[src/rtl/magnitude_comparator_if.sv]
// Operand/result bundle for magnitude_comparator: one operand pair in,
// one registered three-way flag set out.
interface magnitude_comparator_if #(
  parameter int WIDTH = 4
);
  logic             in_valid;
  logic [WIDTH-1:0] Data_in_A;
  logic [WIDTH-1:0] Data_in_B;
  logic             out_valid;
  logic             less;
  logic             equal;
  logic             greater;

  modport master (
    output in_valid, Data_in_A, Data_in_B,
    input  out_valid, less, equal, greater
  );

  modport slave (
    input  in_valid, Data_in_A, Data_in_B,
    output out_valid, less, equal, greater
  );
endinterface

[src/rtl/magnitude_comparator.sv]
// Registered magnitude comparator: one result per valid operand pair,
// one-cycle latency, unsigned or two's-complement selected by SIGNED_MODE.
module magnitude_comparator #(
  parameter int WIDTH       = 4,
  parameter bit SIGNED_MODE = 1'b0
) (
  input logic                   clk,
  input logic                   rst_n,
  magnitude_comparator_if.slave bus
);

  logic [WIDTH-1:0] a_key;
  logic [WIDTH-1:0] b_key;
  logic [WIDTH-1:0] bit_gt;
  logic [WIDTH-1:0] bit_lt;
  logic             gt_next;
  logic             lt_next;
  logic             eq_next;
  logic             out_valid_reg;
  logic             less_reg;
  logic             equal_reg;
  logic             greater_reg;

  // Inverting the sign bit maps two's-complement onto offset binary, so the
  // same unsigned compare below serves both modes.
  generate
    for (genvar gi = 0; gi < WIDTH; gi++) begin : g_bit
      if (SIGNED_MODE && (gi == WIDTH - 1)) begin : g_sign
        assign a_key[gi] = ~bus.Data_in_A[gi];
        assign b_key[gi] = ~bus.Data_in_B[gi];
      end else begin : g_mag
        assign a_key[gi] = bus.Data_in_A[gi];
        assign b_key[gi] = bus.Data_in_B[gi];
      end
      assign bit_gt[gi] = a_key[gi] & ~b_key[gi];
      assign bit_lt[gi] = ~a_key[gi] & b_key[gi];
    end
  endgenerate

  // The most significant differing bit decides the result.
  always_comb begin
    gt_next = 1'b0;
    lt_next = 1'b0;
    for (int i = WIDTH - 1; i >= 0; i--) begin
      if (!gt_next && !lt_next) begin
        gt_next = bit_gt[i];
        lt_next = bit_lt[i];
      end
    end
    eq_next = ~(gt_next | lt_next);
  end

  // All-zero flags after reset mean "no result yet".
  always_ff @(posedge clk) begin
    if (!rst_n) begin
      out_valid_reg <= 1'b0;
      less_reg      <= 1'b0;
      equal_reg     <= 1'b0;
      greater_reg   <= 1'b0;
    end else begin
      out_valid_reg <= bus.in_valid;
      if (bus.in_valid) begin
        less_reg    <= lt_next;
        equal_reg   <= eq_next;
        greater_reg <= gt_next;
      end
    end
  end

  assign bus.out_valid = out_valid_reg;
  assign bus.less      = less_reg;
  assign bus.equal     = equal_reg;
  assign bus.greater   = greater_reg;

endmodule

[src/flat_wrapper.sv]
// flat-port wrapper written by rule: the top's interface ports become plain ports
module magnitude_comparator_flat 
#(
  parameter int WIDTH       = 4,
  parameter bit SIGNED_MODE = 1'b0
)
  (clk, rst_n, bus_in_valid, bus_Data_in_A, bus_Data_in_B, bus_out_valid, bus_less, bus_equal, bus_greater);
  magnitude_comparator_if #(.WIDTH(WIDTH)) bus_i ();
  input logic clk;
  input logic rst_n;
  input wire logic [$bits(bus_i.in_valid)-1:0] bus_in_valid;
  input wire logic [$bits(bus_i.Data_in_A)-1:0] bus_Data_in_A;
  input wire logic [$bits(bus_i.Data_in_B)-1:0] bus_Data_in_B;
  output wire logic [$bits(bus_i.out_valid)-1:0] bus_out_valid;
  output wire logic [$bits(bus_i.less)-1:0] bus_less;
  output wire logic [$bits(bus_i.equal)-1:0] bus_equal;
  output wire logic [$bits(bus_i.greater)-1:0] bus_greater;
  assign bus_i.in_valid = bus_in_valid;
  assign bus_i.Data_in_A = bus_Data_in_A;
  assign bus_i.Data_in_B = bus_Data_in_B;
  assign bus_out_valid = bus_i.out_valid;
  assign bus_less = bus_i.less;
  assign bus_equal = bus_i.equal;
  assign bus_greater = bus_i.greater;
  magnitude_comparator #(.WIDTH(WIDTH), .SIGNED_MODE(SIGNED_MODE)) u_core (.clk(clk), .rst_n(rst_n), .bus(bus_i));
endmodule
[config.mk]
export PLATFORM = sky130hd
export DESIGN_NAME = magnitude_comparator_flat
export DESIGN_NICKNAME = d
export VERILOG_FILES = /design/src/rtl/magnitude_comparator_if.sv /design/src/rtl/magnitude_comparator.sv /design/src/flat_wrapper.sv
export SDC_FILE = /design/constraint.sdc
export NUM_CORES = 1
export LEC_CHECK = 0
export CORE_AREA = 8 8 45 47
export CTS_CLUSTER_DIAMETER = 200
export DETAILED_ROUTE_END_ITERATION = 12
export DIE_AREA = 0 0 53 55
export PLACE_DENSITY = 0.54
export SLEW_MARGIN = 20
export SYNTH_ARGS = -nofsm -noshare
export SYNTH_HDL_FRONTEND = slang
export SYNTH_SLANG_ARGS = --single-unit
[constraint.sdc]
create_clock -name clk -period 2.1 [get_ports clk]
set_clock_uncertainty 0.1 [all_clocks]
set_input_delay 0.42 -clock clk [delete_from_list [all_inputs] [get_ports clk]]
set_output_delay 0.42 -clock clk [all_outputs]
set_load 0.05 [all_outputs]
Word level (Yosys, flattened, before mapping)
Cells that the tools add are included.

cells by class
  muxes and demuxes = 6
  bitwise gates (word level) = 18
  reductions and logical operators = 9

operators by type and width
  operator           number
  1-bit inverter     9
  1-bit bitwise AND  8
  1-bit zero test    6
  1-bit 2-to-1 mux   6
  1-bit logical AND  3
  1-bit bitwise OR   1

word-level totals
  flip-flop bits (word level) = 4
  bits of input ports = 11

Longest topological paths before layout
Gate-level depths: netlist (run 1).

  depth in word-level cells = 13
  mapped depth = 5
  gate-level depth less buffers = 5

Least setup slack after synthesis (run 1)
OpenSTA, ideal clock, no wires.

  kind = input-to-reg
  start point = input port bus_Data_in_B[3]
  end point = register u_core.greater_reg, in the netlist u_core.bus.greater
  arrival = 1,222 ps
  required time = 1,926 ps
  setup slack = 704 ps
  cell stages on the path = 5
  path buffers = 0
  cell sequence = inv_1 > ha_1 > mux2i_1 > nand2_1 > a31oi_1

on the way
  longest elaborated chain between the ends = 11

RTL lines
  element                 line                        text
  start: declaration      flat_wrapper.sv:13          input wire logic [$bits(bus_i.Data_in_B)-1:0] bus_Data_in_B;
  1-bit inverter          magnitude_comparator.sv:35  assign bit_gt[gi] = a_key[gi] & ~b_key[gi];
  1-bit bitwise AND       magnitude_comparator.sv:35
  1-bit zero test         magnitude_comparator.sv:45  if (!gt_next && !lt_next) begin
  1-bit logical AND       magnitude_comparator.sv:45
  1-bit 2-to-1 mux        magnitude_comparator.sv:45
  1-bit zero test         magnitude_comparator.sv:45
  1-bit logical AND       magnitude_comparator.sv:45
  1-bit 2-to-1 mux        magnitude_comparator.sv:45
  1-bit zero test         magnitude_comparator.sv:45
  1-bit logical AND       magnitude_comparator.sv:45
  1-bit 2-to-1 mux (*)    magnitude_comparator.sv:45
  end signal: assignment  magnitude_comparator.sv:65  greater_reg <= gt_next;
  end: declaration        magnitude_comparator.sv:22  logic greater_reg;

Mark *: on every way between the ends. The rest lies on a longest branch, timed or not.
A chain may end at the register's enable or synchronous reset.

Final worst setup path (run 1)
  start point = register u_core.equal_reg, in the netlist u_core.bus.equal
  end point = output port bus_equal

RTL lines
  element                   line                        text
  start: declaration        magnitude_comparator.sv:21  logic equal_reg;
  start signal: assignment  magnitude_comparator.sv:64  equal_reg <= eq_next;
  end: declaration          flat_wrapper.sv:16          output wire logic [$bits(bus_i.equal)-1:0] bus_equal;

No word-level cell between the ends.

==> impl_metrics.csv, run 1 <==
group,metric,value,unit
sta,fin_crit,1.87,ns
grt,antenna_found_initial,0,
pwr,finalPower,258,µW
grt,grt_pass1_wl,986,µm
grt,grt_overflow,0,
setup_path,cp.depth,1,
die,initial_core_util,0.190,
detailed_routing,wire_per_inst,9.38,µm
sta,layout_setup_ws,0.228,ns
die,io-pin-count,15,
setup_path,critical-path-top-delay-family,"buffers and inverters",
setup_path,cp.arrival,1.35,ns
hold_path,hold_path_depth,2,
synthesis,netlist_area,263,µm²
detailed_routing,drtPass1Iterations,2,
clock_tree,cts_resized,0,
pwr,ir_worst_vdd,0.000135,V
run,drv.max_cap_violation_count,0,
setup_path,worstSetupPathType,"reg -> out",
die,coreArea,1380,µm²
sta,setup_tns,0,ns
sta,fin_crit_sh,0.891,
sta,setup_viol_count_final,0,
clock_tree,cts_tree,"yes",
synthesis,synth-seq-area-share,0.305,
detailed_routing,drc,0,
sta,final_hold_viol_count,0,
grt,grt_max_degree,7,
setup_path,crit_path_start_kind,"flip-flop",
setup_path,crit_chain,"clkdlybuf4s50_1",
setup_path,r2r_cells,2,
sta,final_max_slew_viol_count,0,
clock_tree,clk_latency,0.23,ns
grt,grt.total_usage,0.0492,
setup_path,worst-path-buf-inv,1,
outcome,status,"finished, final reports clean",
die,fp.dieW,53,µm
die,die_h,55,µm
synthesis,postSynthCellCount,30,
finish,fin_util,0.322,
detailed_routing,vias,264,
clock_tree,cts-root-buf,"clkbuf_4",
setup_path,r2r-start,"u_core.bus.less$_SDFFE_PN0P_",
synthesis,synthesis.nets,43,
die,rows,14,
clock_tree,numCtsBuffers,3,
place,place_congestion,0.686,
synthesis,synth_warnings,0,
detailed_routing,drtAntennaViolNets,0,
clock_tree,postCtsSetupBuffers,0,
hold_path,worstHoldStart,"u_core.bus.equal$_SDFFE_PN0P_",
setup_path,critPathRequiredTime,1.58,ns
pwr,powerDensity,579,nW/µm²
detailed_routing,wl,591,µm
setup_path,crit_start,"u_core.bus.equal$_SDFFE_PN0P_",
clock_tree,clk_path_buf_depth,2,
grt,grt_pass1_vias,254,
synthesis,ys_types,17,
synthesis,syn_avg_cell_area,8.76,µm²
sta,tightest_slew,0.503,ns
finish,drive_gt1_frac,0.149,
die,die-area,2920,µm²
clock_tree,holdBufCountCts,0,
setup_path,slowest_delay,0.80,ns
setup_path,critPathSlowestCell,"clkdlybuf4s50_1",
synthesis,ys_ff_latch,4,
clock_tree,clk_pin_slew,0.04,ns
sta,fmax,534,MHz
finish,antenna_cells,0,
place,place_hpwl,504,µm
sta,rsz0062_at_grt,"no",
finish,finalNetCount,62,
place,numPortBuffers,14,
place,place_ws,0.0970,ns
detailed_routing,vias_per_cell,4.19,
hold_path,min_path_type,"reg -> reg",
finish,area_growth,69.5,%
clock_tree,clkSinkCount,4,
pwr,p_leak,0.000193,µW
setup_path,critPathCaptureType,"output port",
setup_path,crit_fanout,2,
detailed_routing,drt_iter0_markers,1,
sta,slew_headroom,0.664,
clock_tree,htreeDepth,1,
==> cell type report <==
type                    instances  area [µm²]
multi-input cells              22         168
fillers                       147         938
inverters                       4        15.0
clock buffers                   3        22.5
repair buffers                 14         140
flip-flops and latches          4        80.1
well taps                      16        20.0
==> path summary, 6_finish.rpt <==
path                                                      end  slack, ns
worst max-delay path                                bus_equal       0.23
worst min-delay path            u_core.bus.equal$_SDFFE_PN0P_       0.37
worst max register to register   u_core.bus.less$_SDFFE_PN0P_       1.36
worst min register to register  u_core.bus.equal$_SDFFE_PN0P_       0.37
==> kinds of logic (layout without fill, tap and decap cells) <==
kind of cell	Yosys count	after routing	share of synthesized area
xor gates and xnor gates	1	1	0.0333
AOI/OAI and AO/OA	4	4	0.0857
buffers and inverters	4	21	0.0571
DFF	4	4	0.305
and+or+nand+nor	11	11	0.248
adders and majority gates	4	4	0.181
muxes	2	2	0.0905
==> cell usage after synthesis <==
library cell	instances	share of area
xor2_1	1	0.033
o21ai_0	2	0.038
mux2i_2	1	0.052
and2b_1	1	0.029
mux2i_1	1	0.038
nand3b_1	1	0.029
nand4_1	1	0.024
nor3_1	1	0.019
nor2b_2	1	0.033
inv_1	4	0.057
and2_1	1	0.024
nand2_1	3	0.043
maj3_2	2	0.086
a31oi_1	2	0.048
ha_1	2	0.095
dfxtp_1	4	0.30
nor2b_1	2	0.048
==> stage by stage <==
stage / hold WS [ns] / std cells / area (µm²)
after floorplan: 0.420 / 30 / 263
after global placement: 0.366 / 60 / 423
after detailed placement: 0.366 / 60 / 423
after CTS: 0.374 / 63 / 445
after global routing: 0.402 / 63 / 445
final: 0.367 / 63 / 445
==> layer usage <==
layer | track usage | wire length [µm] | vias up
met5 | 0 | 0 | -
li1 | - | - | 135
met4 | 0.0647 | 23 | 0
met2 | 0.0469 | 193 | 16
met3 | 0.0321 | 96 | 3
met1 | 0.0595 | 277 | 110
==> cell usage in the layout, fill, tap and decap left out, types with 2 or more instances in the layout <==
| master | instances |
|---|---|
| ha_1 | 2 |
| a31oi_1 | 2 |
| inv_1 | 4 |
| nand2_1 | 3 |
| dfxtp_1 | 4 |
| nor2b_1 | 2 |
| o21ai_0 | 2 |
| clkbuf_4 | 3 |
| maj3_2 | 2 |
| clkdlybuf4s50_1 | 14 |
==> power breakdown <==
part / leakage, µW / switching (µW) / total, µW / internal, µW
sequential: 0.0000331 / 1.82 / 83.4 / 81.6
clock: 0.0000138 / 30.6 / 94.4 / 63.9
combinational: 0.000146 / 39.8 / 80.0 / 40.2
total: 0.000193 / 72.2 / 258 / 186
No activity file was read; power rests on OpenSTA's default activity.
==> inputs of run 2 (changes only) <==
--- a/config.mk
+++ b/config.mk
@@ -6,7 +6,6 @@
 export NUM_CORES = 1
 export LEC_CHECK = 0
 export CORE_AREA = 8 8 45 47
-export CTS_CLUSTER_DIAMETER = 200
 export DETAILED_ROUTE_END_ITERATION = 12
 export DIE_AREA = 0 0 53 55
 export PLACE_DENSITY = 0.54
==> results of run 2 <==
Same layout as run 1: the final DEF is identical, and so are final timing and power.
==> inputs of run 3 (changes only) <==
--- a/config.mk
+++ b/config.mk
@@ -5,9 +5,9 @@
 export SDC_FILE = /design/constraint.sdc
 export NUM_CORES = 1
 export LEC_CHECK = 0
-export CORE_AREA = 8 8 45 47
+export CORE_AREA = 3 3 40 42
 export DETAILED_ROUTE_END_ITERATION = 12
-export DIE_AREA = 0 0 53 55
+export DIE_AREA = 0 0 43 45
 export PLACE_DENSITY = 0.54
 export SLEW_MARGIN = 20
 export SYNTH_ARGS = -nofsm -noshare
==> run 3 against run 2 <==
  * Global-route usage grew 1.6 points
  * Clock power grew 2%
  * Via count shrank 1.5%
  * Wire length shrank 15%
  * Clock-buffer cell count is the same
  * Register-to-register slack is essentially flat
  * Core utilization grew 2.4 points
  * Critical path depth is the same
  * Worst setup slack gained 0.0034 ns
  * Critical endpoint unchanged
  * Largest power group unchanged
  * Highest routed layer unchanged
==> impl_metrics.csv, run 3 (same netlist as run 1, synthesis figures left out) <==
group,metric,value,unit
outcome,status,"finished, final reports clean",
sta,rsz0062_at_grt,"no",
clock_tree,postCtsSetupBuffers,0,
finish,n_fill_cell,142,
grt,grt_pass1_vias,236,
die,fp.dieW,43,µm
pwr,powerDensity,583,nW/µm²
sta,slew_headroom,0.668,
grt,grt_overflow,0,
setup_path,crit_fanout,2,
setup_path,worstReg2RegEnd,"u_core.bus.greater$_SDFFE_PN0P_",
setup_path,slowest_delay,0.80,ns
detailed_routing,wl,502,µm
hold_path,min_path_type,"reg -> reg",
clock_tree,cts_tree,"yes",
clock_tree,clk_latency,0.23,ns
setup_path,worstSetupPathType,"reg -> out",
die,initial_core_util,0.204,
clock_tree,clkSinkCount,4,
run,drv.max_cap_violation_count,0,
grt,antenna_found_initial,0,
setup_path,worst-path-buf-inv,1,
place,place_congestion,0.544,
grt,grt_busiest_layer,"met2",
die,coreArea,1280,µm²
pwr,p_leak,0.000193,µW
grt,grt_util_met3,0.0279,
grt,grt.total_usage,0.0657,
setup_path,cp.arrival,1.35,ns
pwr,ir_worst_vdd,0.000224,V
clock_tree,clk_pin_slew,0.04,ns
detailed_routing,vias_per_cell,4.19,
setup_path,r2r_cells,2,
die,io-pin-count,15,
finish,finalNetCount,62,
detailed_routing,wire_per_inst,8.10,µm
setup_path,critPathRequiredTime,1.58,ns
setup_path,critPathCaptureType,"output port",
clock_tree,numCtsBuffers,3,
detailed_routing,drtAntennaViolNets,0,
grt,use_met2,0.0958,
detailed_routing,drc,0,
setup_path,critPathSlowestCell,"clkdlybuf4s50_1",
hold_path,min_to,"u_core.bus.equal$_SDFFE_PN0P_",
setup_path,crit_chain,"clkdlybuf4s50_1",
place,place_hpwl,450,µm
sta,fin_crit_sh,0.890,
sta,final_max_slew_viol_count,0,
setup_path,cp.depth,1,
finish,drive_gt1_frac,0.149,
clock_tree,htreeDepth,1,
grt,use_met1,0.0673,
hold_path,worstHoldStart,"u_core.bus.equal$_SDFFE_PN0P_",
finish,layout_common_cells,"clkdlybuf4s50_1, inv_1, dfxtp_1",
detailed_routing,drt_iter0_markers,0,
place,placed_area,422,µm²
clock_tree,clk_path_buf_depth,2,
detailed_routing,vias,260,
sta,fin_crit,1.87,ns
place,numPortBuffers,14,
clock_tree,cts_resized,0,
die,die_h,45,µm
finish,area_growth,69.0,%
sta,fmax,535,MHz
die,die-area,1940,µm²
setup_path,crit_path_start_kind,"flip-flop",
sta,final_hold_viol_count,0,
finish,post-route-cell-area,444,µm²
die,rows,13,
hold_path,hold_path_depth,2,
setup_path,critical-path-top-delay-family,"buffers and inverters",
setup_path,r2r_slack,1.37,ns
grt,grt_pass1_wl,890,µm
sta,tightest_slew,0.496,ns
detailed_routing,drtPass1Iterations,1,
finish,final_common_cell,"clkdlybuf4s50_1",
grt,grt_max_degree,7,
setup_path,r2r-start,"u_core.bus.greater$_SDFFE_PN0P_",
clock_tree,holdBufCountCts,0,
clock_tree,cts-root-buf,"clkbuf_4",
sta,setup_viol_count_final,0,
finish,antenna_cells,0,
sta,setup_tns,0,ns
==> run 3: worst max path at each step <==
stage	slack [ns]	start	endpoint
final	0.23	u_core.bus.equal$_SDFFE_PN0P_	bus_equal
after global routing	0.18	bus_Data_in_B[3]	u_core.bus.greater$_SDFFE_PN0P_
after CTS	0.22	u_core.bus.less$_SDFFE_PN0P_	bus_less
after detailed placement	0.06	bus_Data_in_B[3]	u_core.bus.greater$_SDFFE_PN0P_
after global placement	0.11	bus_Data_in_B[3]	u_core.bus.greater$_SDFFE_PN0P_
after floorplan	0.70	bus_Data_in_B[3]	u_core.bus.greater$_SDFFE_PN0P_
==> run 3: layout make-up <==
type                    count  area, µm²  share of cell area
inverters                   4       15.0              0.0338
flip-flops and latches      4       80.1               0.180
multi-input cells          22        168               0.377
repair buffers             14        140               0.315
clock buffers               3       22.5              0.0507
well taps                  15       18.8              0.0423
==> run 3: power by group <==
group / switching, µW / leakage (µW) / internal [µW]
Sequential: 1.98 / 0.0000331 / 81.6
Combinational: 39.0 / 0.000146 / 40.2
Clock: 32.3 / 0.0000138 / 64.0
Total: 73.3 / 0.000193 / 186
==> run 3: worst register-to-register path, delay by kind of cell (launching register included) <==
| family | cells | cell delay [ns] |
|---|---|---|
| DFF | 1 | 0.30 |
| AOI/OAI and AO/OA | 2 | 0.20 |
==> run 3: stage by stage <==
stage / util / cells / worst slack [ns] / power, µW / hold slack [ns]
2_1_floorplan: - / 30 / 0.704 / 129 / 0.420
3_3_place_gp: 0.328 / 59 / 0.108 / 164 / 0.363
3_5_place_dp: 0.328 / 59 / 0.0567 / 165 / 0.363
4_1_cts: 0.346 / 62 / 0.220 / 262 / 0.369
5_1_grt: 0.346 / 62 / 0.180 / 274 / 0.409
6_report: 0.346 / 62 / 0.231 / 259 / 0.364
==> run 3: routing by layer <==
layer / part of all wire / wire, µm / up-vias
met1: 0.44 / 222 / 105
met5: 0 / 0 / -
met2: 0.42 / 213 / 16
li1: - / - / 137
met4: 0.020 / 10 / 0
met3: 0.11 / 55 / 2
